[src/rtl/carry_select_adder_32_pkg.sv]
// Shared defaults for the carry-select adder and its ripple-carry groups.
package carry_select_adder_32_pkg;

  localparam int WIDTH_DEF  = 32;
  localparam int BLOCK_DEF  = 4;
  localparam int NUM_GROUPS = WIDTH_DEF / BLOCK_DEF;

endpackage

[src/rtl/carry_select_adder_32_rca_block.sv]
// BLOCK-bit ripple-carry adder; also reports the carry into its MSB so the
// top level can form the signed overflow flag.
module rca_block
  import carry_select_adder_32_pkg::*;
#(
  parameter int BLOCK = BLOCK_DEF
) (
  input  logic [BLOCK-1:0] x,
  input  logic [BLOCK-1:0] y,
  input  logic             ci,
  output logic [BLOCK-1:0] s,
  output logic             co,
  output logic             c_msb
);

  logic [BLOCK:0]   c;
  logic [BLOCK-1:0] s_c;

  always_comb begin
    c    = '0;
    s_c  = '0;
    c[0] = ci;
    for (int i = 0; i < BLOCK; i++) begin
      s_c[i]   = x[i] ^ y[i] ^ c[i];
      c[i+1]   = (x[i] & y[i]) | (c[i] & (x[i] ^ y[i]));
    end
  end

  assign s     = s_c;
  assign co    = c[BLOCK];
  assign c_msb = c[BLOCK-1];

endmodule

[src/rtl/carry_select_adder_32.sv]
// Registered carry-select adder: {cout, sum} = a + b + cin one cycle later,
// plus the signed overflow flag OF. Synchronous active-high reset.
module carry_select_adder_32
  import carry_select_adder_32_pkg::*;
#(
  parameter int WIDTH = WIDTH_DEF,
  parameter int BLOCK = BLOCK_DEF
) (
  input  logic             clk,
  input  logic             rst,
  input  logic [WIDTH-1:0] a,
  input  logic [WIDTH-1:0] b,
  input  logic             cin,
  output logic [WIDTH-1:0] sum,
  output logic             cout,
  output logic             OF
);

  localparam int NG = WIDTH / BLOCK;

  logic [WIDTH-1:0] s0_w, s1_w;
  logic [NG-1:0]    co0_w, co1_w, m0_w, m1_w;

  genvar g;
  generate
    for (g = 0; g < NG; g++) begin : g_grp
      if (g == 0) begin : g_first
        rca_block #(.BLOCK(BLOCK)) u_rca (
          .x     (a[BLOCK-1:0]),
          .y     (b[BLOCK-1:0]),
          .ci    (cin),
          .s     (s0_w[BLOCK-1:0]),
          .co    (co0_w[0]),
          .c_msb (m0_w[0])
        );
        // Group 0 has a single real result; mirroring it lets the select
        // chain below treat every group identically.
        assign s1_w[BLOCK-1:0] = s0_w[BLOCK-1:0];
        assign co1_w[0]        = co0_w[0];
        assign m1_w[0]         = m0_w[0];
      end else begin : g_sel
        rca_block #(.BLOCK(BLOCK)) u_rca0 (
          .x     (a[g*BLOCK +: BLOCK]),
          .y     (b[g*BLOCK +: BLOCK]),
          .ci    (1'b0),
          .s     (s0_w[g*BLOCK +: BLOCK]),
          .co    (co0_w[g]),
          .c_msb (m0_w[g])
        );
        rca_block #(.BLOCK(BLOCK)) u_rca1 (
          .x     (a[g*BLOCK +: BLOCK]),
          .y     (b[g*BLOCK +: BLOCK]),
          .ci    (1'b1),
          .s     (s1_w[g*BLOCK +: BLOCK]),
          .co    (co1_w[g]),
          .c_msb (m1_w[g])
        );
      end
    end
  endgenerate

  logic [NG:0]      carry;
  logic [WIDTH-1:0] sum_c;
  logic             c_msb;

  always_comb begin
    carry    = '0;
    sum_c    = '0;
    carry[0] = cin;
    for (int k = 0; k < NG; k++) begin
      carry[k+1]            = carry[k] ? co1_w[k] : co0_w[k];
      sum_c[k*BLOCK +: BLOCK] = carry[k] ? s1_w[k*BLOCK +: BLOCK] : s0_w[k*BLOCK +: BLOCK];
    end
    c_msb = carry[NG-1] ? m1_w[NG-1] : m0_w[NG-1];
  end

  // Only the last group's MSB carry feeds OF.
  logic unused_msb;
  assign unused_msb = ^{m0_w, m1_w};

  logic [WIDTH-1:0] sum_d, sum_q;
  logic             cout_d, cout_q;
  logic             of_d, of_q;

  always_comb begin
    sum_d  = sum_c;
    cout_d = carry[NG];
    of_d   = c_msb ^ carry[NG];
  end

  always_ff @(posedge clk) begin
    if (rst) begin
      sum_q  <= '0;
      cout_q <= 1'b0;
      of_q   <= 1'b0;
    end else begin
      sum_q  <= sum_d;
      cout_q <= cout_d;
      of_q   <= of_d;
    end
  end

  assign sum  = sum_q;
  assign cout = cout_q;
  assign OF   = of_q;

endmodule

[config.mk]
export PLATFORM = sky130hd
export DESIGN_NAME = carry_select_adder_32
export DESIGN_NICKNAME = d
export VERILOG_FILES = /design/src/rtl/carry_select_adder_32_pkg.sv /design/src/rtl/carry_select_adder_32_rca_block.sv /design/src/rtl/carry_select_adder_32.sv
export SDC_FILE = /design/constraint.sdc
export NUM_CORES = 1
export LEC_CHECK = 0
export ABC_AREA = 1
export BUFFER_PORTS_ARGS = -buffer_cell sky130_fd_sc_hd__buf_2
export CAP_MARGIN = 10
export CORE_ASPECT_RATIO = 1.5
export CORE_MARGIN = 4
export CORE_UTILIZATION = 49
export DETAILED_ROUTE_END_ITERATION = 10
export GPL_ROUTABILITY_DRIVEN = 0
export PLACE_DENSITY = 0.86
export SLEW_MARGIN = 20
export SYNTH_ARGS = -nofsm -noshare
export SYNTH_HDL_FRONTEND = slang
export SYNTH_SLANG_ARGS = --single-unit
[constraint.sdc]
create_clock -name clk -period 30.2 [get_ports clk]
set_input_delay 1.51 -clock clk [delete_from_list [all_inputs] [get_ports clk]]
set_output_delay 1.51 -clock clk [all_outputs]
set_load 0.03 [all_outputs]
==> impl_table.tex, run 1 <==
\begin{tabular}{lr}
\hline
Metric & Value \\
\hline
\multicolumn{2}{l}{\textbf{Setup path}} \\
\quad Crit path required time & 30.39 ns \\
\quad Cell family with most CP delay & adder cells \\
\quad Crit path buf inv count & 14 \\
\quad Critical path endpoint category & register \\
\quad Maximum single-stage delay on the critical path & 0.43 ns \\
\quad Data arrival time of the worst path & 11.84 ns \\
\quad Startpoint types & input pin \\
\quad Setup CP Type & input pin to register \\
\quad Highest net fanout along the worst path & 4 \\
\quad Worst path most repeated cell & sky130\_fd\_sc\_hd\_\_fa\_1 \\
\quad Slowest CP cell & sky130\_fd\_sc\_hd\_\_fa\_1 \\
\multicolumn{2}{l}{\textbf{Routing}} \\
\quad Post-detailed-route DRC marker count & 0 \\
\quad Vias & 1606 \\
\quad Antenna-violating nets left & 0 \\
\quad Via-to-Cell Ratio & 4.412 \\
\quad Drt first pass iters & 4 \\
\quad Final Routed Wirelength & 4324 um \\
\quad 1st-iter DRT viols & 53 \\
\quad Average wire length per cell after detail routing & 11.88 um \\
\multicolumn{2}{l}{\textbf{Synth}} \\
\quad Count of yosys warnings during synthesis & 0 \\
\quad Mapped Area & 1924 um\^{}2 \\
\quad Syn Inst Count & 216 \\
\quad Most used flip-flop cell after synthesis & sky130\_fd\_sc\_hd\_\_dfxtp\_1 \\
\quad Post-synth cell types & 9 \\
\quad Synth cell count leaders & sky130\_fd\_sc\_hd\_\_inv\_1 (67), sky130\_fd\_sc\_hd\_\_nor2\_1 (42), sky130\_fd\_sc\_hd\_\_dfxtp\_1 (34), sky130\_fd\_sc\_hd\_\_fa\_1 (25), sky130\_fd\_sc\_hd\_\_nand2\_1 (23) \\
\quad Fraction of synthesized cell area taken by the top area cell type & 0.3537 \\
\quad Area contributors post-synth & sky130\_fd\_sc\_hd\_\_dfxtp\_1 (35\%), sky130\_fd\_sc\_hd\_\_fa\_1 (26\%), sky130\_fd\_sc\_hd\_\_inv\_1 (13\%) \\
\quad Post-Syn Nets & 322 \\
\quad Biggest area consumer among synthesized cells & sky130\_fd\_sc\_hd\_\_dfxtp\_1 \\
\quad Post-synthesis sequential element count & 34 \\
\quad Async SR Flop Fraction & 0 \\
\quad Post-synth EDFFs & 0 \\
\quad Top-count cell post-synth & sky130\_fd\_sc\_hd\_\_inv\_1 \\
\quad Synthesized area per cell & 8.909 um\^{}2 \\
\quad Fraction of the yosys area taken by sequential cells & 0.3537 \\
\multicolumn{2}{l}{\textbf{Clock network}} \\
\quad Number of levels in the clock H-tree & 2 \\
\quad CTS sink count & 34 \\
\quad \# resized after CTS & 0 \\
\quad Clock transition at the registers of the reported paths & 0.07 ns \\
\quad TritonCTS clock tree & done \\
\quad Max Root-Sink Buffers & 2 \\
\quad Hold\_buf cts & 0 \\
\quad Clock buffers created by TritonCTS & 5 \\
\quad Buffers inserted during post-CTS setup optimization & 0 \\
\quad Clock Tree Root & sky130\_fd\_sc\_hd\_\_clkbuf\_8 \\
\multicolumn{2}{l}{\textbf{STA}} \\
\quad Maximum achievable frequency & 0.08584 GHz \\
\quad Setup Viol. Count Final & 0 \\
\quad Slew margin rel. & 0.6564 \\
\quad Endpoints failing hold & 0 \\
\quad Final clock period utilization by the worst path & 0.3857 \\
\quad Worst slew pin tran & 0.5154 ns \\
\quad Unrepaired setup endpoints after global routing & no \\
\quad Fin. max-slew vios & 0 \\
\quad Final Hold Slack & 1.583 ns \\
\quad Sum Neg Setup Slack & 0 ns \\
\quad Time the final worst path needs with I/O delays and setup & 11.65 ns \\
\multicolumn{2}{l}{\textbf{Floorplanning}} \\
\quad Starting utilization of the core area & 0.5178 \\
\quad Count of pins on the block boundary & 101 \\
\quad Row cnt & 27 \\
\quad Die span in y & 84.75 um \\
\quad Horizontal die dimension & 59.17 um \\
\quad Core area & 3716 um\^{}2 \\
\quad Overall die area & 5014 um\^{}2 \\
\multicolumn{2}{l}{\textbf{Power and ir drop}} \\
\quad Power density normalized to cell area & 52.33 nW/um\^{}2 \\
\quad Static leakage power & 1.562 nW \\
\quad Worst IR drop on VDD & 0.03583 mV \\
\multicolumn{2}{l}{\textbf{Placement}} \\
\quad Detailed placement HPWL & 3647 um \\
\quad Buffers on Ports & 100 \\
\multicolumn{2}{l}{\textbf{GRT}} \\
\quad Gr ovfl total & 0 \\
\quad Number of antenna violations at the first check in global routing & 0 \\
\quad GRT Total Usage & 0.1983 \\
\quad Global-route wire length before repair & 7527 um \\
\quad Via count of the first global-routing pass & 1712 \\
\quad Largest net degree at the start of global routing & 28 \\
\multicolumn{2}{l}{\textbf{Flow run}} \\
\quad Number of maximum-capacitance violations & 0 \\
\multicolumn{2}{l}{\textbf{Cells and area}} \\
\quad Final Net Count & 426 \\
\quad Number of inserted diodes & 0 \\
\quad Layout overhead on the synthesized area & 32.77\% \\
\quad Proportion of layout cells with a drive suffix above 1 & 0.3396 \\
\multicolumn{2}{l}{\textbf{Run status}} \\
\quad Run status & completed \\
\multicolumn{2}{l}{\textbf{Min path}} \\
\quad Hold Startpoint & cin \\
\quad Hold Path End & sum[0] \\
\quad Type of the tightest min-delay check & input pin to register \\
\quad Hold depth & 4 \\
\hline
\end{tabular}
-- layout make-up --
cell class	instances	area [um^2]
clock buffers	8	110.1
well taps	43	53.80
inverters	68	255.2
fillers	329	1161
multi-input cells	111	954.7
flip-flops and latches	34	680.7
repair buffers	100	500.5
-- power breakdown --
part	leakage (nW)	switching, mW	internal, mW
sequential	0.284	0.00124	0.0507
clock	0.0575	0.0168	0.0230
combinational	1.22	0.0272	0.0147
total	1.56	0.0453	0.0884
-- worst max-delay path by stage --
stage,cells after the start,slack (ns),start,end
after floorplan,51,19.11,a[0],OF
after global placement,52,18.55,a[0],OF
after CTS,52,18.50,a[0],OF
after global routing,52,17.82,a[0],OF
after detailed placement,52,18.24,a[0],OF
final,52,18.55,a[0],OF
-- per-layer routing --
metal / track usage / part of all wire / vias up
li1: - / - / 799
met1: 0.2026 / 0.32 / 739
met2: 0.3592 / 0.56 / 59
met3: 0.07077 / 0.099 / 9
met4: 0.06804 / 0.019 / 0
met5: 0 / 0 / -
-- cell usage in the layout (no fill, tap or decap), drive strengths merged --
master / synthesis / layout
buf: 3 / 100
clkbuf: 0 / 8
dfxtp: 34 / 34
fa: 25 / 25
ha: 14 / 14
inv: 68 / 68
nand2: 23 / 23
nor2: 42 / 42
o21ai: 7 / 7
-- kinds of logic (layout without fill, tap and decap cells) --
family | count (synthesis) | count (layout) | share of synthesized area
AO/OA/AOI/OAI | 7 | 7 | 0.01820
adder cells (fa/ha/maj) | 39 | 39 | 0.3511
buffers and inverters | 71 | 176 | 0.1502
flip-flops | 34 | 34 | 0.3537
AND/OR/NAND/NOR | 65 | 65 | 0.1268
-- flip-flops by register name, summed over array words and instances (netlist names) --
signal,cells
cout,1
sum,32
OF,1
-- stage by stage --
stage	setup slack (ns)	total power, mW	area (um^2)	std cells	utilization
2_1_floorplan	19.11	0.08066	1924	216	-
3_3_place_gp	18.55	0.09312	2445	356	0.6579
3_5_place_dp	18.24	0.09532	2445	356	0.6579
4_1_cts	18.50	0.1356	2555	364	0.6875
5_1_grt	17.82	0.1434	2555	364	0.6875
6_report	18.55	0.1337	2555	364	0.6875
No activity file was read; power rests on OpenSTA's default activity.
==> inputs of run 2 (changes only) <==
--- a/config.mk
+++ b/config.mk
@@ -10,10 +10,10 @@
 export CAP_MARGIN = 10
 export CORE_ASPECT_RATIO = 1.5
 export CORE_MARGIN = 4
-export CORE_UTILIZATION = 49
+export CORE_UTILIZATION = 45
 export DETAILED_ROUTE_END_ITERATION = 10
 export GPL_ROUTABILITY_DRIVEN = 0
-export PLACE_DENSITY = 0.86
+export PLACE_DENSITY = 0.8
 export SLEW_MARGIN = 20
 export SYNTH_ARGS = -nofsm -noshare
 export SYNTH_HDL_FRONTEND = slang
==> constraint.sdc (replaced) <==
create_clock -name clk -period 11.8 [get_ports clk]
set_input_delay 0.59 -clock clk [delete_from_list [all_inputs] [get_ports clk]]
set_output_delay 0.59 -clock clk [all_outputs]
set_load 0.03 [all_outputs]
==> run 2 against run 1 <==
  * Wire length is 5.6% lower
  * Non-clock buffer count stayed put
  * Sequential cell count stayed put
  * Highest routed layer unchanged
  * Largest cell class unchanged
  * Die area is 7.9% higher
  * Critical path depth stayed put
  * Sequential share of layout area hardly changed
  * First-iteration DRC count is 66% lower
  * Worst setup slack worse by 17 ns
  * Core utilization is 5.4 points lower
==> impl_table.tex, run 2 (synthesis gave the netlist of run 1 again) <==
\begin{tabular}{lr}
\hline
Metric & Value \\
\hline
\multicolumn{2}{l}{\textbf{Run status}} \\
\quad Run status & completed \\
\multicolumn{2}{l}{\textbf{Clock network}} \\
\quad Clock transition at the registers of the reported paths & 0.07 ns (about the same) \\
\quad Hold\_buf cts & 0 (unchanged) \\
\quad Clock buffers created by TritonCTS & 5 (unchanged) \\
\quad \# resized after CTS & 0 (unchanged) \\
\quad TritonCTS clock tree & done \\
\quad Max Root-Sink Buffers & 2 (unchanged) \\
\quad Buffers inserted during post-CTS setup optimization & 0 (unchanged) \\
\quad Number of levels in the clock H-tree & 2 (unchanged) \\
\quad CTS sink count & 34 (unchanged) \\
\quad Clock Tree Root & sky130\_fd\_sc\_hd\_\_clkbuf\_8 \\
\multicolumn{2}{l}{\textbf{Routing}} \\
\quad Drt first pass iters & 4 (unchanged) \\
\quad Post-detailed-route DRC marker count & 0 (unchanged) \\
\quad Final Routed Wirelength & 4083 um (-5.6\%) \\
\quad Average wire length per cell after detail routing & 11.16 um (-6.1\%) \\
\quad Vias & 1563 (-2.7\%) \\
\quad Antenna-violating nets left & 0 (unchanged) \\
\quad Via-to-Cell Ratio & 4.270 (-3.2\%) \\
\quad 1st-iter DRT viols & 18 (-66\%) \\
\multicolumn{2}{l}{\textbf{Power and ir drop}} \\
\quad Static leakage power & 1.557 nW (-0.32\%) \\
\quad Clk network pwr share & 0.300 (+0.002) \\
\quad Switching fraction of total power & 0.3258 (-0.01283) \\
\quad Worst IR drop on VDD & 0.1152 mV (+220\%) \\
\quad Net load switching power & 0.1113 mW (+150\%) \\
\quad Sequential power share & 0.389 (about the same) \\
\quad Combinational power share & 0.311 (-0.003) \\
\quad Internal power contribution & 0.2304 mW (+160\%) \\
\quad Power density normalized to cell area & 133.8 nW/um\^{}2 (+160\%) \\
\multicolumn{2}{l}{\textbf{GRT}} \\
\quad Gr ovfl total & 0 (unchanged) \\
\quad Via count of the first global-routing pass & 1635 (-4.5\%) \\
\quad Number of antenna violations at the first check in global routing & 0 (unchanged) \\
\quad Global-route wire length before repair & 6486 um (-14\%) \\
\quad Largest net degree at the start of global routing & 28 (unchanged) \\
\quad GRT Total Usage & 0.1627 (-0.03567) \\
\multicolumn{2}{l}{\textbf{Setup path}} \\
\quad Setup CP Type & input pin to register \\
\quad Slowest CP cell & sky130\_fd\_sc\_hd\_\_fa\_1 \\
\quad Startpoint types & input pin \\
\quad Highest net fanout along the worst path & 4 (unchanged) \\
\quad Maximum single-stage delay on the critical path & 0.44 ns (about the same) \\
\quad Data arrival time of the worst path & 10.92 ns (-0.92 ns) \\
\quad Start point of the critical path & a[0] \\
\quad Worst path most repeated cell & sky130\_fd\_sc\_hd\_\_fa\_1 \\
\quad Crit path required time & 11.98 ns (-18.41 ns) \\
\quad Critical path endpoint category & register \\
\multicolumn{2}{l}{\textbf{STA}} \\
\quad Endpoints failing hold & 0 (unchanged) \\
\quad Maximum achievable frequency & 0.09309 GHz \\
\quad Time the final worst path needs with I/O delays and setup & 10.74 ns \\
\quad Final clock period utilization by the worst path & 0.9103 \\
\quad Setup Viol. Count Final & 0 (unchanged) \\
\quad Unrepaired setup endpoints after global routing & no \\
\quad Fin. max-slew vios & 0 (unchanged) \\
\quad Worst slew pin tran & 0.4933 ns (-0.02214 ns) \\
\quad Sum Neg Setup Slack & 0 ns (unchanged) \\
\quad Slew margin rel. & 0.6712 (+0.01476) \\
\multicolumn{2}{l}{\textbf{Cells and area}} \\
\quad Layout overhead on the synthesized area & 32.70\% (about the same) \\
\quad Final Net Count & 426 (unchanged) \\
\quad Most frequent standard cell in the layout excluding fill and tap cells & sky130\_fd\_sc\_hd\_\_buf\_2 \\
\quad Area of all placed cells without fillers & 2554 um\^{}2 (about the same) \\
\quad Number of flip-flops under the largest register name & 32 (unchanged) \\
\quad Proportion of layout cells with a drive suffix above 1 & 0.3333 (-0.006231) \\
\quad Highest-count cells in the layout ignoring fill and taps & sky130\_fd\_sc\_hd\_\_buf\_2 (100), sky130\_fd\_sc\_hd\_\_inv\_1 (67), sky130\_fd\_sc\_hd\_\_nor2\_1 (42), sky130\_fd\_sc\_hd\_\_dfxtp\_1 (34), sky130\_fd\_sc\_hd\_\_fa\_1 (25) \\
\quad Number of inserted diodes & 0 (unchanged) \\
\multicolumn{2}{l}{\textbf{Floorplanning}} \\
\quad Overall die area & 5408 um\^{}2 (+7.9\%) \\
\quad Horizontal die dimension & 61.40 um (+3.8\%) \\
\quad Count of pins on the block boundary & 101 (unchanged) \\
\quad Row cnt & 28 (+3.7\%) \\
\quad Starting utilization of the core area & 0.4776 (-0.04021) \\
\quad Die span in y & 88.09 um (+3.9\%) \\
\quad Core area & 4029 um\^{}2 (+8.4\%) \\
\multicolumn{2}{l}{\textbf{Min path}} \\
\quad Type of the tightest min-delay check & input pin to register \\
\quad Hold Startpoint & b[9] \\
\multicolumn{2}{l}{\textbf{Flow run}} \\
\quad Number of maximum-capacitance violations & 0 (unchanged) \\
\multicolumn{2}{l}{\textbf{Placement}} \\
\quad Detailed placement HPWL & 3553 um (-2.6\%) \\
\quad Cell area reported after detailed placement & 2447 um\^{}2 (+0.10\%) \\
\quad Buffers on Ports & 100 (unchanged) \\
\hline
\end{tabular}
-- run 2: cell count changes in the layout (fill, tap and decap cells not counted), sizes merged --
cell    previous run  this run
bufinv             0         1
clkbuf             8         7
-- run 2: power by group through the flow --
stage / Sequential, mW / Combinational (mW) / Clock (mW)
2_1_floorplan: 0.167 / 0.0398 / 0
3_3_place_gp: 0.135 / 0.103 / 0
3_5_place_dp: 0.136 / 0.108 / 0
4_1_cts: 0.133 / 0.108 / 0.107
5_1_grt: 0.135 / 0.120 / 0.111
6_report: 0.133 / 0.106 / 0.103
-- run 2: path summary, 6_finish.rpt --
kind / end / cells after the start / slack (ns)
setup / recovery: OF / 52 / 1.06
hold / removal: sum[9] / 4 / 0.68
-- run 2: stage by stage --
stage                     hold slack, ns  std cells  worst slack, ns  power [mW]  utilization
after CTS                         0.6685        366            1.012      0.3483       0.6339
after floorplan                   0.7870        216            1.626      0.2064            -
final                             0.6797        366            1.058      0.3417       0.6339
after detailed placement          0.9674        358           0.7084      0.2435       0.6075
after global routing              0.6966        366           0.3985      0.3659       0.6339
after global placement            0.9521        358            1.090      0.2383       0.6075
-- run 2: cell type report --
type / count / area (um^2)
well taps: 45 / 56.30
multi-input cells: 111 / 954.7
repair buffers: 100 / 500.5
clock buffers: 7 / 76.32
flip-flops and latches: 34 / 680.7
clock inverters: 1 / 30.03
inverters: 68 / 255.2
fillers: 364 / 1475
-- run 2: worst max-delay path: cells and delay by family --
kind | cells | cell delay, ns
and+or+nand+nor | 6 | 0.32
AOI/OAI and AO/OA | 7 | 0.81
buffers and inverters | 14 | 1.02
adders and majority gates | 25 | 8.15
-- run 2: layer usage --
| metal | vias up | share of wire | global-route usage |
|---|---|---|---|
| li1 | 798 | - | - |
| met1 | 699 | 0.32 | 0.1500 |
| met2 | 58 | 0.58 | 0.3189 |
| met3 | 8 | 0.076 | 0.03835 |
| met4 | 0 | 0.023 | 0.06950 |
| met5 | - | 0 | 0 |
==> inputs of run 3 (changes only) <==
--- a/config.mk
+++ b/config.mk
@@ -10,10 +10,10 @@
 export CAP_MARGIN = 10
 export CORE_ASPECT_RATIO = 1.5
 export CORE_MARGIN = 4
-export CORE_UTILIZATION = 45
+export CORE_UTILIZATION = 49
 export DETAILED_ROUTE_END_ITERATION = 10
 export GPL_ROUTABILITY_DRIVEN = 0
-export PLACE_DENSITY = 0.8
+export PLACE_DENSITY = 0.86
 export SLEW_MARGIN = 20
 export SYNTH_ARGS = -nofsm -noshare
 export SYNTH_HDL_FRONTEND = slang
==> constraint.sdc (replaced) <==
create_clock -name clk -period 13.5 [get_ports clk]
set_input_delay 0.675 -clock clk [delete_from_list [all_inputs] [get_ports clk]]
set_output_delay 0.675 -clock clk [all_outputs]
set_load 0.03 [all_outputs]
==> run 3 against run 2 <==
  * Critical path depth stayed put
  * Critical endpoint unchanged
  * Global-route usage is 2.7 points higher
  * Wire length is 5.5% higher
  * Non-clock buffer count stayed put
  * First-iteration DRC count is 110% higher
  * Die area is 7.3% lower
  * Sequential share of layout area is 0.14 points higher
  * Cell count is 0.55% lower
  * Worst setup slack better by 1.7 ns
==> impl_table.tex, run 3 (synthesis gave the netlist of run 1 again) <==
\begin{tabular}{lr}
\hline
Metric & Value \\
\hline
\multicolumn{2}{l}{\textbf{Cells and area}} \\
\quad Fill count & 327 (-10\%) \\
\quad Number of flip-flops under the largest register name & 32 (unchanged) \\
\quad Layout overhead on the synthesized area & 31.99\% \\
\quad Proportion of layout cells with a drive suffix above 1 & 0.3396 (+0.006231) \\
\quad Highest-count cells in the layout ignoring fill and taps & sky130\_fd\_sc\_hd\_\_buf\_2 (100), sky130\_fd\_sc\_hd\_\_inv\_1 (67), sky130\_fd\_sc\_hd\_\_nor2\_1 (42), sky130\_fd\_sc\_hd\_\_dfxtp\_1 (34), sky130\_fd\_sc\_hd\_\_fa\_1 (25) \\
\quad Final Net Count & 426 (unchanged) \\
\quad Most frequent standard cell in the layout excluding fill and tap cells & sky130\_fd\_sc\_hd\_\_buf\_2 \\
\quad Area of all placed cells without fillers & 2540 um\^{}2 (-0.54\%) \\
\quad Number of inserted diodes & 0 (unchanged) \\
\quad Final std cells w/o fill & 364 (-0.55\%) \\
\multicolumn{2}{l}{\textbf{Clock network}} \\
\quad Clock transition at the registers of the reported paths & 0.07 ns (about the same) \\
\quad TritonCTS clock tree & done \\
\quad \# resized after CTS & 0 (unchanged) \\
\quad Max Root-Sink Buffers & 2 (unchanged) \\
\quad Hold\_buf cts & 0 (unchanged) \\
\quad Clock Tree Root & sky130\_fd\_sc\_hd\_\_clkbuf\_8 \\
\quad CTS sink count & 34 (unchanged) \\
\quad Buffers inserted during post-CTS setup optimization & 0 (unchanged) \\
\quad Clock buffers created by TritonCTS & 5 (unchanged) \\
\quad Number of levels in the clock H-tree & 2 (unchanged) \\
\multicolumn{2}{l}{\textbf{Setup path}} \\
\quad Cell family with most CP delay & adder cells \\
\quad Number of gates on the worst path with buffers counted & 52 (unchanged) \\
\quad Critical path endpoint category & register \\
\quad Slowest CP cell & sky130\_fd\_sc\_hd\_\_fa\_1 \\
\quad Crit path required time & 13.68 ns (+1.70 ns) \\
\quad Crit path buf inv count & 14 (unchanged) \\
\quad Startpoint types & input pin \\
\quad Data arrival time of the worst path & 10.95 ns (+0.03 ns) \\
\quad Worst path most repeated cell & sky130\_fd\_sc\_hd\_\_fa\_1 \\
\quad Maximum single-stage delay on the critical path & 0.45 ns (about the same) \\
\quad Setup CP Type & input pin to register \\
\quad Highest net fanout along the worst path & 4 (unchanged) \\
\multicolumn{2}{l}{\textbf{Floorplanning}} \\
\quad Die span in y & 84.75 um (-3.8\%) \\
\quad Overall die area & 5014 um\^{}2 (-7.3\%) \\
\quad Row cnt & 27 (-3.6\%) \\
\quad Starting utilization of the core area & 0.5178 (+0.04021) \\
\quad Horizontal die dimension & 59.17 um (-3.6\%) \\
\quad Count of pins on the block boundary & 101 (unchanged) \\
\quad Core area & 3716 um\^{}2 (-7.8\%) \\
\multicolumn{2}{l}{\textbf{Power and ir drop}} \\
\quad Static leakage power & 1.552 nW (-0.34\%) \\
\quad Power density normalized to cell area & 113.2 nW/um\^{}2 (-15\%) \\
\quad Worst IR drop on VDD & 0.09723 mV (-16\%) \\
\multicolumn{2}{l}{\textbf{Routing}} \\
\quad Post-detailed-route DRC marker count & 0 (unchanged) \\
\quad 1st-iter DRT viols & 38 (+20) \\
\quad Average wire length per cell after detail routing & 11.84 um (+6.1\%) \\
\quad Drt first pass iters & 4 (unchanged) \\
\quad Vias & 1598 (+2.2\%) \\
\quad Final Routed Wirelength & 4309 um (+5.5\%) \\
\quad Antenna-violating nets left & 0 (unchanged) \\
\quad Via-to-Cell Ratio & 4.390 (+2.8\%) \\
\multicolumn{2}{l}{\textbf{STA}} \\
\quad Endpoints failing hold & 0 (unchanged) \\
\quad Fin. max-slew vios & 0 (unchanged) \\
\quad Worst slew pin tran & 0.5033 ns (+0.01005 ns) \\
\quad Sum Neg Setup Slack & 0 ns (unchanged) \\
\quad Final clock period utilization by the worst path & 0.7977 \\
\quad Time the final worst path needs with I/O delays and setup & 10.77 ns \\
\quad Final Hold Slack & 0.7685 ns (+0.08881 ns) \\
\quad Slew margin rel. & 0.6645 (-0.006698) \\
\quad Unrepaired setup endpoints after global routing & no \\
\quad Setup Viol. Count Final & 0 (unchanged) \\
\quad Maximum achievable frequency & 0.09285 GHz \\
\multicolumn{2}{l}{\textbf{Placement}} \\
\quad Buffers on Ports & 100 (unchanged) \\
\quad Detailed placement HPWL & 3767 um (+6.0\%) \\
\quad Cell area reported after detailed placement & 2445 um\^{}2 (-0.10\%) \\
\quad Number of placed instances with taps included & 356 (-0.56\%) \\
\multicolumn{2}{l}{\textbf{GRT}} \\
\quad Routing layer with the top usage in global route & met2 \\
\quad Met2 track utilization from global routing & 0.3561 (+0.03725) \\
\quad Met3 track demand over resource in global routing & 0.06154 (+0.02319) \\
\quad Global-route wire length before repair & 7086 um (+9.3\%) \\
\quad Via count of the first global-routing pass & 1700 (+4.0\%) \\
\quad GRT Total Usage & 0.1892 (+0.02658) \\
\quad Number of antenna violations at the first check in global routing & 0 (unchanged) \\
\quad Fraction of met1 tracks used by global routing & 0.1805 (+0.03047) \\
\quad Largest net degree at the start of global routing & 28 (unchanged) \\
\quad Gr ovfl total & 0 (unchanged) \\
\multicolumn{2}{l}{\textbf{Min path}} \\
\quad Type of the tightest min-delay check & input pin to register \\
\quad Hold depth & 4 (unchanged) \\
\multicolumn{2}{l}{\textbf{Flow run}} \\
\quad Number of maximum-capacitance violations & 0 (unchanged) \\
\multicolumn{2}{l}{\textbf{Run status}} \\
\quad Run status & completed \\
\hline
\end{tabular}
## run 3: changes by cell type in the layout (fill, tap and decap cells not counted), sizes merged
| cell | previous run | this run |
|---|---|---|
| bufinv | 1 | 0 |
| clkbuf | 7 | 6 |
| clkinv | 0 | 1 |
| clkinvlp | 0 | 1 |
## run 3: path summary, 6_finish.rpt
check                 startpoint       to  slack, ns
worst max-delay path        a[0]       OF       2.73
worst min-delay path       b[30]  sum[30]       0.77
## run 3: worst min-delay path, cell delays in order
cell,delay [ns]
sky130_fd_sc_hd__buf_2,0.09
sky130_fd_sc_hd__fa_1,0.15
sky130_fd_sc_hd__inv_1,0.03
sky130_fd_sc_hd__nor2_1,0.06
## run 3: layout make-up
cell class | instances | area (um^2) | area share
Clock inverter | 2 | 12.51 | 0.004926
Clock buffer | 6 | 82.58 | 0.03251
Multi-Input combinational cell | 111 | 954.7 | 0.3759
Sequential cell | 34 | 680.7 | 0.2680
Tap cell | 43 | 53.80 | 0.02118
Timing Repair Buffer | 100 | 500.5 | 0.1970
Inverter | 68 | 255.2 | 0.1005
## run 3: metrics by stage
step	utilization	setup WS (ns)	total power, mW
after floorplan	-	3.241	0.1804
after global placement	0.6579	2.700	0.2086
after detailed placement	0.6579	2.367	0.2138
after CTS	0.6835	2.662	0.2924
after global routing	0.6835	2.025	0.3092
final	0.6835	2.730	0.2876
## run 3: metal layers
metal / vias up / share of wire / wire, um
met1: 723 / 0.32 / 1361
met2: 65 / 0.58 / 2479
li1: 800 / - / -
met4: 0 / 0.024 / 102
met5: - / 0 / 0
met3: 10 / 0.085 / 365
## run 3: power by group
part / switching (mW) / total (mW) / internal, mW / leakage (nW)
logic: 0.0609 / 0.0938 / 0.0329 / 1.22
clock network: 0.0365 / 0.0775 / 0.0410 / 0.0472
registers: 0.00293 / 0.116 / 0.113 / 0.284
total: 0.100 / 0.288 / 0.187 / 1.55
